**config.mk**
```make
export PLATFORM = sky130hd
export DESIGN_NAME = btn_action_decoder
export DESIGN_NICKNAME = d
export VERILOG_FILES = /design/src/rtl/btn_pkg.sv /design/src/rtl/btn_debounce.sv /design/src/rtl/btn_action_decoder.sv
export SDC_FILE = /design/constraint.sdc
export NUM_CORES = 1
export LEC_CHECK = 0
export ABC_CLOCK_PERIOD_IN_PS = 5200
export BUFFER_PORTS_ARGS = -buffer_cell sky130_fd_sc_hd__buf_4
export CAP_MARGIN = 30
export CORE_MARGIN = 5
export CORE_UTILIZATION = 50
export CTS_CLUSTER_DIAMETER = 30
export CTS_CLUSTER_SIZE = 25
export DETAILED_ROUTE_END_ITERATION = 8
export PLACE_DENSITY = 0.67
export SLEW_MARGIN = 10
export SYNTH_ARGS = -nofsm -noshare
export SYNTH_HDL_FRONTEND = slang
export SYNTH_SLANG_ARGS = --single-unit
```
**constraint.sdc**
```tcl
create_clock -name clk -period 5.2 [get_ports clk]
set_input_delay 0.52 -clock clk [delete_from_list [all_inputs] [get_ports clk]]
set_output_delay 0.52 -clock clk [all_outputs]
set_load 0.005 [all_outputs]
```
**src/rtl/btn_pkg.sv**
```systemverilog
// Shared definitions for the button action decoder: action-kind codes,
// gesture FSM state encoding and a small elaboration-time helper.
package btn_pkg;

    localparam logic [1:0] KIND_NONE   = 2'b00;
    localparam logic [1:0] KIND_SINGLE = 2'b01;
    localparam logic [1:0] KIND_DOUBLE = 2'b10;
    localparam logic [1:0] KIND_LONG   = 2'b11;

    typedef enum logic [1:0] {
        IDLE    = 2'b00,
        PRESSED = 2'b01,
        WAIT2   = 2'b10,
        PEND    = 2'b11
    } state_e;

    function automatic int max_int(input int a, input int b);
        return (a > b) ? a : b;
    endfunction

endpackage

```
**src/rtl/btn_debounce.sv**
```systemverilog
// One button: 2-flop synchroniser, stability counter and debounced level
// with a one-cycle pulse on the debounced rising edge.
module btn_debounce #(
    parameter int DEBOUNCE = 16
) (
    input  logic clk,
    input  logic clear_n,
    input  logic btn_raw,
    output logic level,
    output logic press_edge
);

    localparam int CW = (DEBOUNCE > 1) ? $clog2(DEBOUNCE) : 1;
    localparam logic [CW-1:0] LAST = CW'(DEBOUNCE - 1);

    logic          sync1_q, sync1_d;
    logic          sync2_q, sync2_d;
    logic [CW-1:0] cnt_q, cnt_d;
    logic          level_q, level_d;
    logic          edge_q, edge_d;

    // The counter tracks how long the synchronised value has disagreed with
    // the debounced level; any agreement restarts the count.
    always_comb begin
        sync1_d = btn_raw;
        sync2_d = sync1_q;
        cnt_d   = cnt_q;
        level_d = level_q;
        edge_d  = 1'b0;
        if (sync2_q == level_q) begin
            cnt_d = '0;
        end else if (cnt_q == LAST) begin
            cnt_d   = '0;
            level_d = sync2_q;
            edge_d  = sync2_q;
        end else begin
            cnt_d = cnt_q + CW'(1);
        end
    end

    always_ff @(posedge clk or negedge clear_n) begin
        if (!clear_n) begin
            sync1_q <= 1'b0;
            sync2_q <= 1'b0;
            cnt_q   <= '0;
            level_q <= 1'b0;
            edge_q  <= 1'b0;
        end else begin
            sync1_q <= sync1_d;
            sync2_q <= sync2_d;
            cnt_q   <= cnt_d;
            level_q <= level_d;
            edge_q  <= edge_d;
        end
    end

    assign level      = level_q;
    assign press_edge = edge_q;

endmodule

```
**src/rtl/btn_action_decoder.sv**
```systemverilog
// Turns NUM_BTNS raw buttons into one pending single/double(/long) action held
// until ack. Long-press detection is built only when LONG_PRESS_EN is defined.
module btn_action_decoder
    import btn_pkg::*;
#(
    parameter int                  NUM_BTNS    = 5,
    parameter int                  DEBOUNCE    = 16,
    parameter int                  DBL_WINDOW  = 1000,
    parameter logic [NUM_BTNS-1:0] DBL_MASK    = NUM_BTNS'(1),
    parameter int                  LONG_CYCLES = 5000,
    parameter int                  IDX_W       = (NUM_BTNS > 1) ? $clog2(NUM_BTNS) : 1
) (
    input  logic                clk,
    input  logic                clear_n,
    input  logic [NUM_BTNS-1:0] btn_raw,
    input  logic                dbl_en,
    input  logic                ack,
    output logic                act_valid,
    output logic [1:0]          act_kind,
    output logic [IDX_W-1:0]    act_idx
);

    localparam int CNT_W = $clog2(max_int(DBL_WINDOW, LONG_CYCLES) + 1);
    localparam logic [CNT_W-1:0] CNT_MAX = {CNT_W{1'b1}};
    localparam logic [CNT_W-1:0] DBL_C   = CNT_W'(DBL_WINDOW);
`ifdef LONG_PRESS_EN
    localparam logic [CNT_W-1:0] LONG_C  = CNT_W'(LONG_CYCLES);
`endif

    logic [NUM_BTNS-1:0] level;
    logic [NUM_BTNS-1:0] press_edge;

    for (genvar g = 0; g < NUM_BTNS; g++) begin : g_btn
        btn_debounce #(
            .DEBOUNCE (DEBOUNCE)
        ) u_deb (
            .clk        (clk),
            .clear_n    (clear_n),
            .btn_raw    (btn_raw[g]),
            .level      (level[g]),
            .press_edge (press_edge[g])
        );
    end

    // Lowest index wins; the other simultaneous edges are simply not used.
    logic             any_edge;
    logic [IDX_W-1:0] win_idx;
    logic             elig;

    always_comb begin
        any_edge = |press_edge;
        win_idx  = '0;
        for (int i = NUM_BTNS - 1; i >= 0; i--) begin
            if (press_edge[i]) win_idx = IDX_W'(i);
        end
        elig = dbl_en & DBL_MASK[win_idx];
    end

    state_e           state_q, state_d;
    logic [IDX_W-1:0] idx_q, idx_d;
    logic [1:0]       kind_q, kind_d;
    logic [CNT_W-1:0] cnt_q, cnt_d;
    logic [CNT_W-1:0] cnt_inc;

    always_comb begin
        state_d = state_q;
        idx_d   = idx_q;
        kind_d  = kind_q;
        cnt_d   = cnt_q;
        cnt_inc = (cnt_q == CNT_MAX) ? cnt_q : cnt_q + CNT_W'(1);
        case (state_q)
            IDLE: begin
                if (any_edge) begin
                    idx_d = win_idx;
                    cnt_d = '0;
                    if (elig) begin
                        state_d = PRESSED;
                    end else begin
                        state_d = PEND;
                        kind_d  = KIND_SINGLE;
                    end
                end
            end
            PRESSED: begin
                cnt_d = cnt_inc;
                if (!level[idx_q]) begin
                    state_d = WAIT2;
                    cnt_d   = '0;
                end
`ifdef LONG_PRESS_EN
                else if (cnt_q >= LONG_C) begin
                    state_d = PEND;
                    kind_d  = KIND_LONG;
                end
`endif
            end
            WAIT2: begin
                cnt_d = cnt_inc;
                // A second press of the same button after the window closes,
                // or any other button's press, ends the gesture as a single.
                if (press_edge[idx_q] && (cnt_q < DBL_C)) begin
                    state_d = PEND;
                    kind_d  = KIND_DOUBLE;
                end else if ((cnt_q >= DBL_C) || any_edge) begin
                    state_d = PEND;
                    kind_d  = KIND_SINGLE;
                end
            end
            PEND: begin
                if (ack) begin
                    state_d = IDLE;
                    kind_d  = KIND_NONE;
                    idx_d   = '0;
                    cnt_d   = '0;
                end
            end
            default: begin
                state_d = IDLE;
            end
        endcase
    end

    always_ff @(posedge clk or negedge clear_n) begin
        if (!clear_n) begin
            state_q <= IDLE;
            idx_q   <= '0;
            kind_q  <= KIND_NONE;
            cnt_q   <= '0;
        end else begin
            state_q <= state_d;
            idx_q   <= idx_d;
            kind_q  <= kind_d;
            cnt_q   <= cnt_d;
        end
    end

    // The gesture index is tracked before PEND; only show it with a valid action.
    assign act_valid = (state_q == PEND);
    assign act_kind  = act_valid ? kind_q : KIND_NONE;
    assign act_idx   = act_valid ? idx_q : '0;

endmodule

```
Word level (Yosys, flattened, before mapping)
Memories as Yosys holds them, arrays and structs flattened.
Index checks and enable logic that the tools add are counted.
Widths: inputs -> output; s select.
{ "totals": {"ff_bits": 60, "romBits": 8, "inputBits": 9, "mem_count": 1} }
{ "mem_list": {"columns": ["memory", "depth", "width", "rd", "rd_ports_with_merged_regs", "write_ports", "line_no", "text"], "rows": [
  ["(no name shown)", 8, 1, 1, 0, 0, "btn_action_decoder.sv:56", "elig = dbl_en & DBL_MASK[win_idx];"]
]} }
{ "op_classes": {"add_sub_neg": 6, "order_cmp": 4, "n_eq_ne": 19, "n_mux": 52, "n_bitwise": 6, "n_reduce_logical": 15} }
{ "ops": {"columns": ["op", "n"], "rows": [
  ["$mux 13", 4],
  ["$pmux 13 s4", 1],
  ["$mux 4", 10],
  ["$mux 3", 8],
  ["$mux 2", 11],
  ["$add 4x1->4 const B", 5],
  ["$eq 4x4->1 const B", 5],
  ["$add 13x1->13 const B", 1],
  ["$eq 13x13->1 const B", 1],
  ["$ge 13x10->1 const B", 1],
  ["$lt 13x10->1 const B", 1],
  ["$mux 1", 13],
  ["$reduce_and 2->1", 6],
  ["$lt 3x4->1 const B", 2],
  ["$ne 2x2->1 const B", 4],
  ["$pmux 2 s4", 1],
  ["$bmux 1 s3", 2],
  ["$pmux 2 s3", 1],
  ["$pmux 3 s2", 1],
  ["$eq 1x1->1", 5],
  ["$not 1->1", 5],
  ["$reduce_and 5->1", 1],
  ["$reduce_or 5->1", 1],
  ["$eq 2x2->1 const B", 2],
  ["10 further kinds", 10]
]} }

Longest topological paths before layout
{ "logic_depth": {"ltp_word": 11, "mapped_depth": 8, "mapped_depth_nobuf": 7} }

Modules after synthesis
From an unflattened synthesis, not the netlist that was laid out.
{ "unflattened": {"cells_unflattened": 261, "area_unflattened_um2": 2961.6} }
{ "modules_own_cells": {"columns": ["mod", "instances", "cells_each", "area_per_inst_um2"], "rows": [
  ["btn_debounce", 5, 20, 302.8],
  ["btn_action_decoder", 1, 161, 1447.6]
]} }

Worst setup path after synthesis
Ideal clock, no wire load.
{ "synth_path": {"path_kind": "reg2reg", "startpoint": "register g_btn[3].u_deb.edge_q", "endpoint": "register state_q[1]", "setup_time_ns": 0.125, "t_arrival_ns": 1.687, "required_ns": 5.075, "setup_slack_ns": 3.388, "path_stages_with_launch": 5, "n_path_buf": 0, "period_less_slack_ns": 1.812, "cell_sequence": "dfrtp_1 > or4_4 > or2_0 > o21a_1 > mux2_4"} }
{ "synth_between": {"elab_chain_len": 10, "word_cells_on_any_way": 19, "cone_classes": "2 x eq/ne; 11 x mux; 1 x bitwise; 4 x reduce/logical; 1 x memory"} }
{ "synth_lines": {"columns": ["element", "line_no", "text"], "rows": [
  ["start: declaration", "btn_debounce.sv:20", "logic edge_q, edge_d;"],
  ["start signal: assignment", "btn_debounce.sv:53", "edge_q <= edge_d;"],
  ["$mux 3 (4 in a row)", "btn_action_decoder.sv:54", "if (press_edge[i]) win_idx = IDX_W'(i);"],
  ["$mem_v2 8x1", null, null],
  ["$mux 1 (implied by the code)", "btn_action_decoder.sv:56", null],
  ["$and 1x1->1", "btn_action_decoder.sv:56", null],
  ["$mux 2", "btn_action_decoder.sv:76", "if (elig) begin"],
  ["$mux 2", "btn_action_decoder.sv:73", "if (any_edge) begin"],
  ["$pmux 2 s4", "btn_action_decoder.sv:71", "case (state_q)"],
  ["end signal: assignment", "btn_action_decoder.sv:130", "state_q <= state_d;"],
  ["end: declaration", "btn_action_decoder.sv:59", "state_e state_q, state_d;"]
]} }
Parallel ways exist; a longest one is shown, timed or not. The select of a mux whose other input is x is not followed.
A chain may end at the register's enable or synchronous reset.

Final worst setup path
{ "layout_path": {"startpoint": "register idx_q[0]", "endpoint": "register cnt_q[4]"} }
{ "layout_between": {"elab_chain_len": 4} }
{ "layout_lines": {"columns": ["element", "line_no", "text"], "rows": [
  ["start: declaration", "btn_action_decoder.sv:60", "logic [IDX_W-1:0] idx_q, idx_d;"],
  ["start signal: assignment", "btn_action_decoder.sv:131", "idx_q <= idx_d;"],
  ["$bmux 1 s3", "btn_action_decoder.sv:86", "if (!level[idx_q]) begin"],
  ["$mux 1 (implied by the code)", "btn_action_decoder.sv:86", null],
  ["$mux 13", "btn_action_decoder.sv:86", null],
  ["$pmux 13 s4", "btn_action_decoder.sv:71", null],
  ["end signal: assignment", "btn_action_decoder.sv:133", "cnt_q <= cnt_d;"],
  ["end: declaration", "btn_action_decoder.sv:62", "logic [CNT_W-1:0] cnt_q, cnt_d;"]
]} }
Every way passes these cells. The select of a mux whose other input is x is not followed.

==> metrics.txt <==
number of DRC markers in iteration 0 64; top-count cell post-synth dfrtp_1; DIE AREA 0.00720 mm2; largest area contributor in the netlist dfrtp_1; Synth top cells by count dfrtp_1 (60), nor2_1 (23), a21oi_1 (14), xnor2_1 (14), ha_1 (12); WP data arrival 2270 ps; clock power share 0.319; sequential-to-total area share from yosys stat 0.536; I/O Buffers 14; warning count from the yosys run 0; pin count of the biggest net entering global routing 61; vias 1872; Syn Inst Count 251; Leakage 1.36 nW; Rel. slew slack 0.361; vias in the first global route 1864; synthesis-stage register bit count 60; Synth top area share 0.536; CTS buffer count 9; first-pass GRT wire length 8.27 mm; CTS tree yes; Die W 84.8 um; Reg2Reg Depth 5; XOR/XNOR Fraction of Synth Area 0.0563; area post-placement 0.00298 mm2; DR vias/cell 5.36; combinational power share 0.247; flop-to-flop setup slack 3090 ps; CP Class flop to flop; Avg WL per Cell 13.2 um; GRT Total Usage 0.143; count of pins over their slew limit 0; antenna violations before repair 0; Tcrit/Tclk final 0.405; clock sinks 60; internal power 838 uW; Avg Synthesized Cell Area 11.2 um2; Worst-Margin Slew 959 ps; Die Span Y 84.8 um; final WL 4.60 mm; Net Sw Power 372 uW; number of flops mapped to enable cells by yosys 0; register share of total power 0.434; Initial DRT Pass Iterations 4; FF-to-FF End cnt_q[4]; clk slew on worst S/H paths 60 ps; number of I/O pins 15; starting density of the core 0.512; layout net count 293; PwrDens 383 mW/mm2; hold slack 239 ps; combinational family with the most area after synthesis simple AND/OR/NAND/NOR gates; Netlist cell types 44; Area Overhead vs Synth 12.9%; core area 0.00547 mm2; antenna cells 0; Pwr Total 1.21 mW; outcome completed; hold-fix buffers at CTS 0; Worst Path Required 5370 ps; adder-cell area share of the yosys netlist 0.0536; mux share of post-synthesis cell area 0.0420; Inst Count DP 333; CTS HTree Levels 3; Post-Layout Inst Area 0.00316 mm2; Max Cap Viol 0; final non-filler cell total 349; Setup crit end kind flop; worst r2r src idx_q[0]; Sw Ratio 0.307; async set-reset flop share out of synthesis 1.00; Max Clk Rate 475 MHz; Resize count post-CTS 0; CTS Root Cell clkbuf_8; largest buffer count on any clock path 2; Synth area leaders dfrtp_1 (54%), ha_1 (5.4%), xnor2_1 (4.4%); Clock Skew 6.10 ps; final setup TNS 0 ps; top_reg_cell synth dfrtp_1; peak supply drop 0.192 mV; drt drc 0; critical-path maximum fanout 13; layout cells sized above 1 0.134; fin crit period 2110 ps; final hold violations 0; Simple-Gate Fraction of Synth Area 0.189; worst skew pair latency 320 ps; area fraction in compound gates after synthesis 0.101; postcts setup bufs 0; Critical Path Start Type flop; hpwl dp 3.26 mm; global route total overflow 0; Synthesized Nets 272; final RePlAce weighted congestion 0.903; row count 27; synthesized area 0.00280 mm2; worst hold path class input port to asynchronous set/reset pin; setup violators final 0; antenna viol nets, final 0; RSZ-0062 raised after global routing no
power groups by stage:
stage | clock, mW | combinational (mW) | sequential, mW
2_1_floorplan | 0 | 0.233 | 0.528
3_3_place_gp | 0 | 0.298 | 0.532
3_5_place_dp | 0 | 0.302 | 0.534
4_1_cts | 0.400 | 0.305 | 0.525
5_1_grt | 0.429 | 0.336 | 0.530
6_report | 0.386 | 0.299 | 0.525
flip-flops by register name (all words and copies together), names as in the netlist:
register,cells
g_btn.u_deb.press_edge,5
cnt_q,13
idx_q,3
g_btn.u_deb.sync2_q,5
state_q,2
g_btn.u_deb.level,5
g_btn.u_deb.cnt_q,20
g_btn.u_deb.sync1_q,5
kind_q,2
per-layer routing:
metal / GRT usage / routed length [um] / up-vias
li1: - / - / 941
met1: 0.188 / 2260 / 898
met2: 0.221 / 2110 / 29
met3: 0.0379 / 183 / 4
met4: 0.0691 / 46 / 0
met5: 0 / 0 / -
layout make-up:
type	instances	area [um2]
fillers	467	2310
clock buffers	11	131
multi-input cells	176	1240
flip-flops and latches	60	1500
clock inverters	5	52.6
inverters	11	41.3
well taps	72	90.1
repair buffers	14	105
cell families (layout without fill, tap and decap cells):
kind of cell | count (synthesis) | count (layout)
fa+ha+maj | 12 | 12
mux | 9 | 9
buf+inv | 15 | 41
xor+xnor | 18 | 18
flops | 60 | 60
simple gates | 93 | 93
compound gates | 44 | 44
through the flow:
step / util / setup slack, ps
floorplan: - / 3390
global route: 0.578 / 2900
CTS: 0.578 / 3030
finish: 0.578 / 3090
global placement: 0.544 / 3130
detailed placement: 0.544 / 3050
critical path: stages, from the launching register on:
cell and delay, ps:
dfrtp_1 480, mux2i_1 230, nand3b_1 110, a31o_2 260
a21oi_1 760, nor2_1 130
worst max-delay path by stage:
stage | from | to | slack (ps) | cells after the start
4_1_cts | idx_q[0] | cnt_q[4] | 3030 | 5
6_report | idx_q[0] | cnt_q[4] | 3090 | 5
3_3_place_gp | idx_q[0] | cnt_q[7] | 3130 | 5
3_5_place_dp | idx_q[0] | cnt_q[4] | 3050 | 5
2_1_floorplan | g_btn[3].u_deb.press_edge | state_q[1] | 3390 | 4
5_1_grt | idx_q[0] | cnt_q[5] | 2900 | 5
layout by cell type (no fill, tap or decap), drive strengths merged, types with 6 or more instances in the layout:
cell type,count
nor2b,7
ha,12
o21ai,11
dfrtp,60
nand2,8
mux2,6
clkbuf,11
and2,6
nor2,23
inv,11
nand3,10
a21oi,14
nor3b,10
xnor2,14
buf,14
Note: power is estimated with default switching activity, not from simulation.
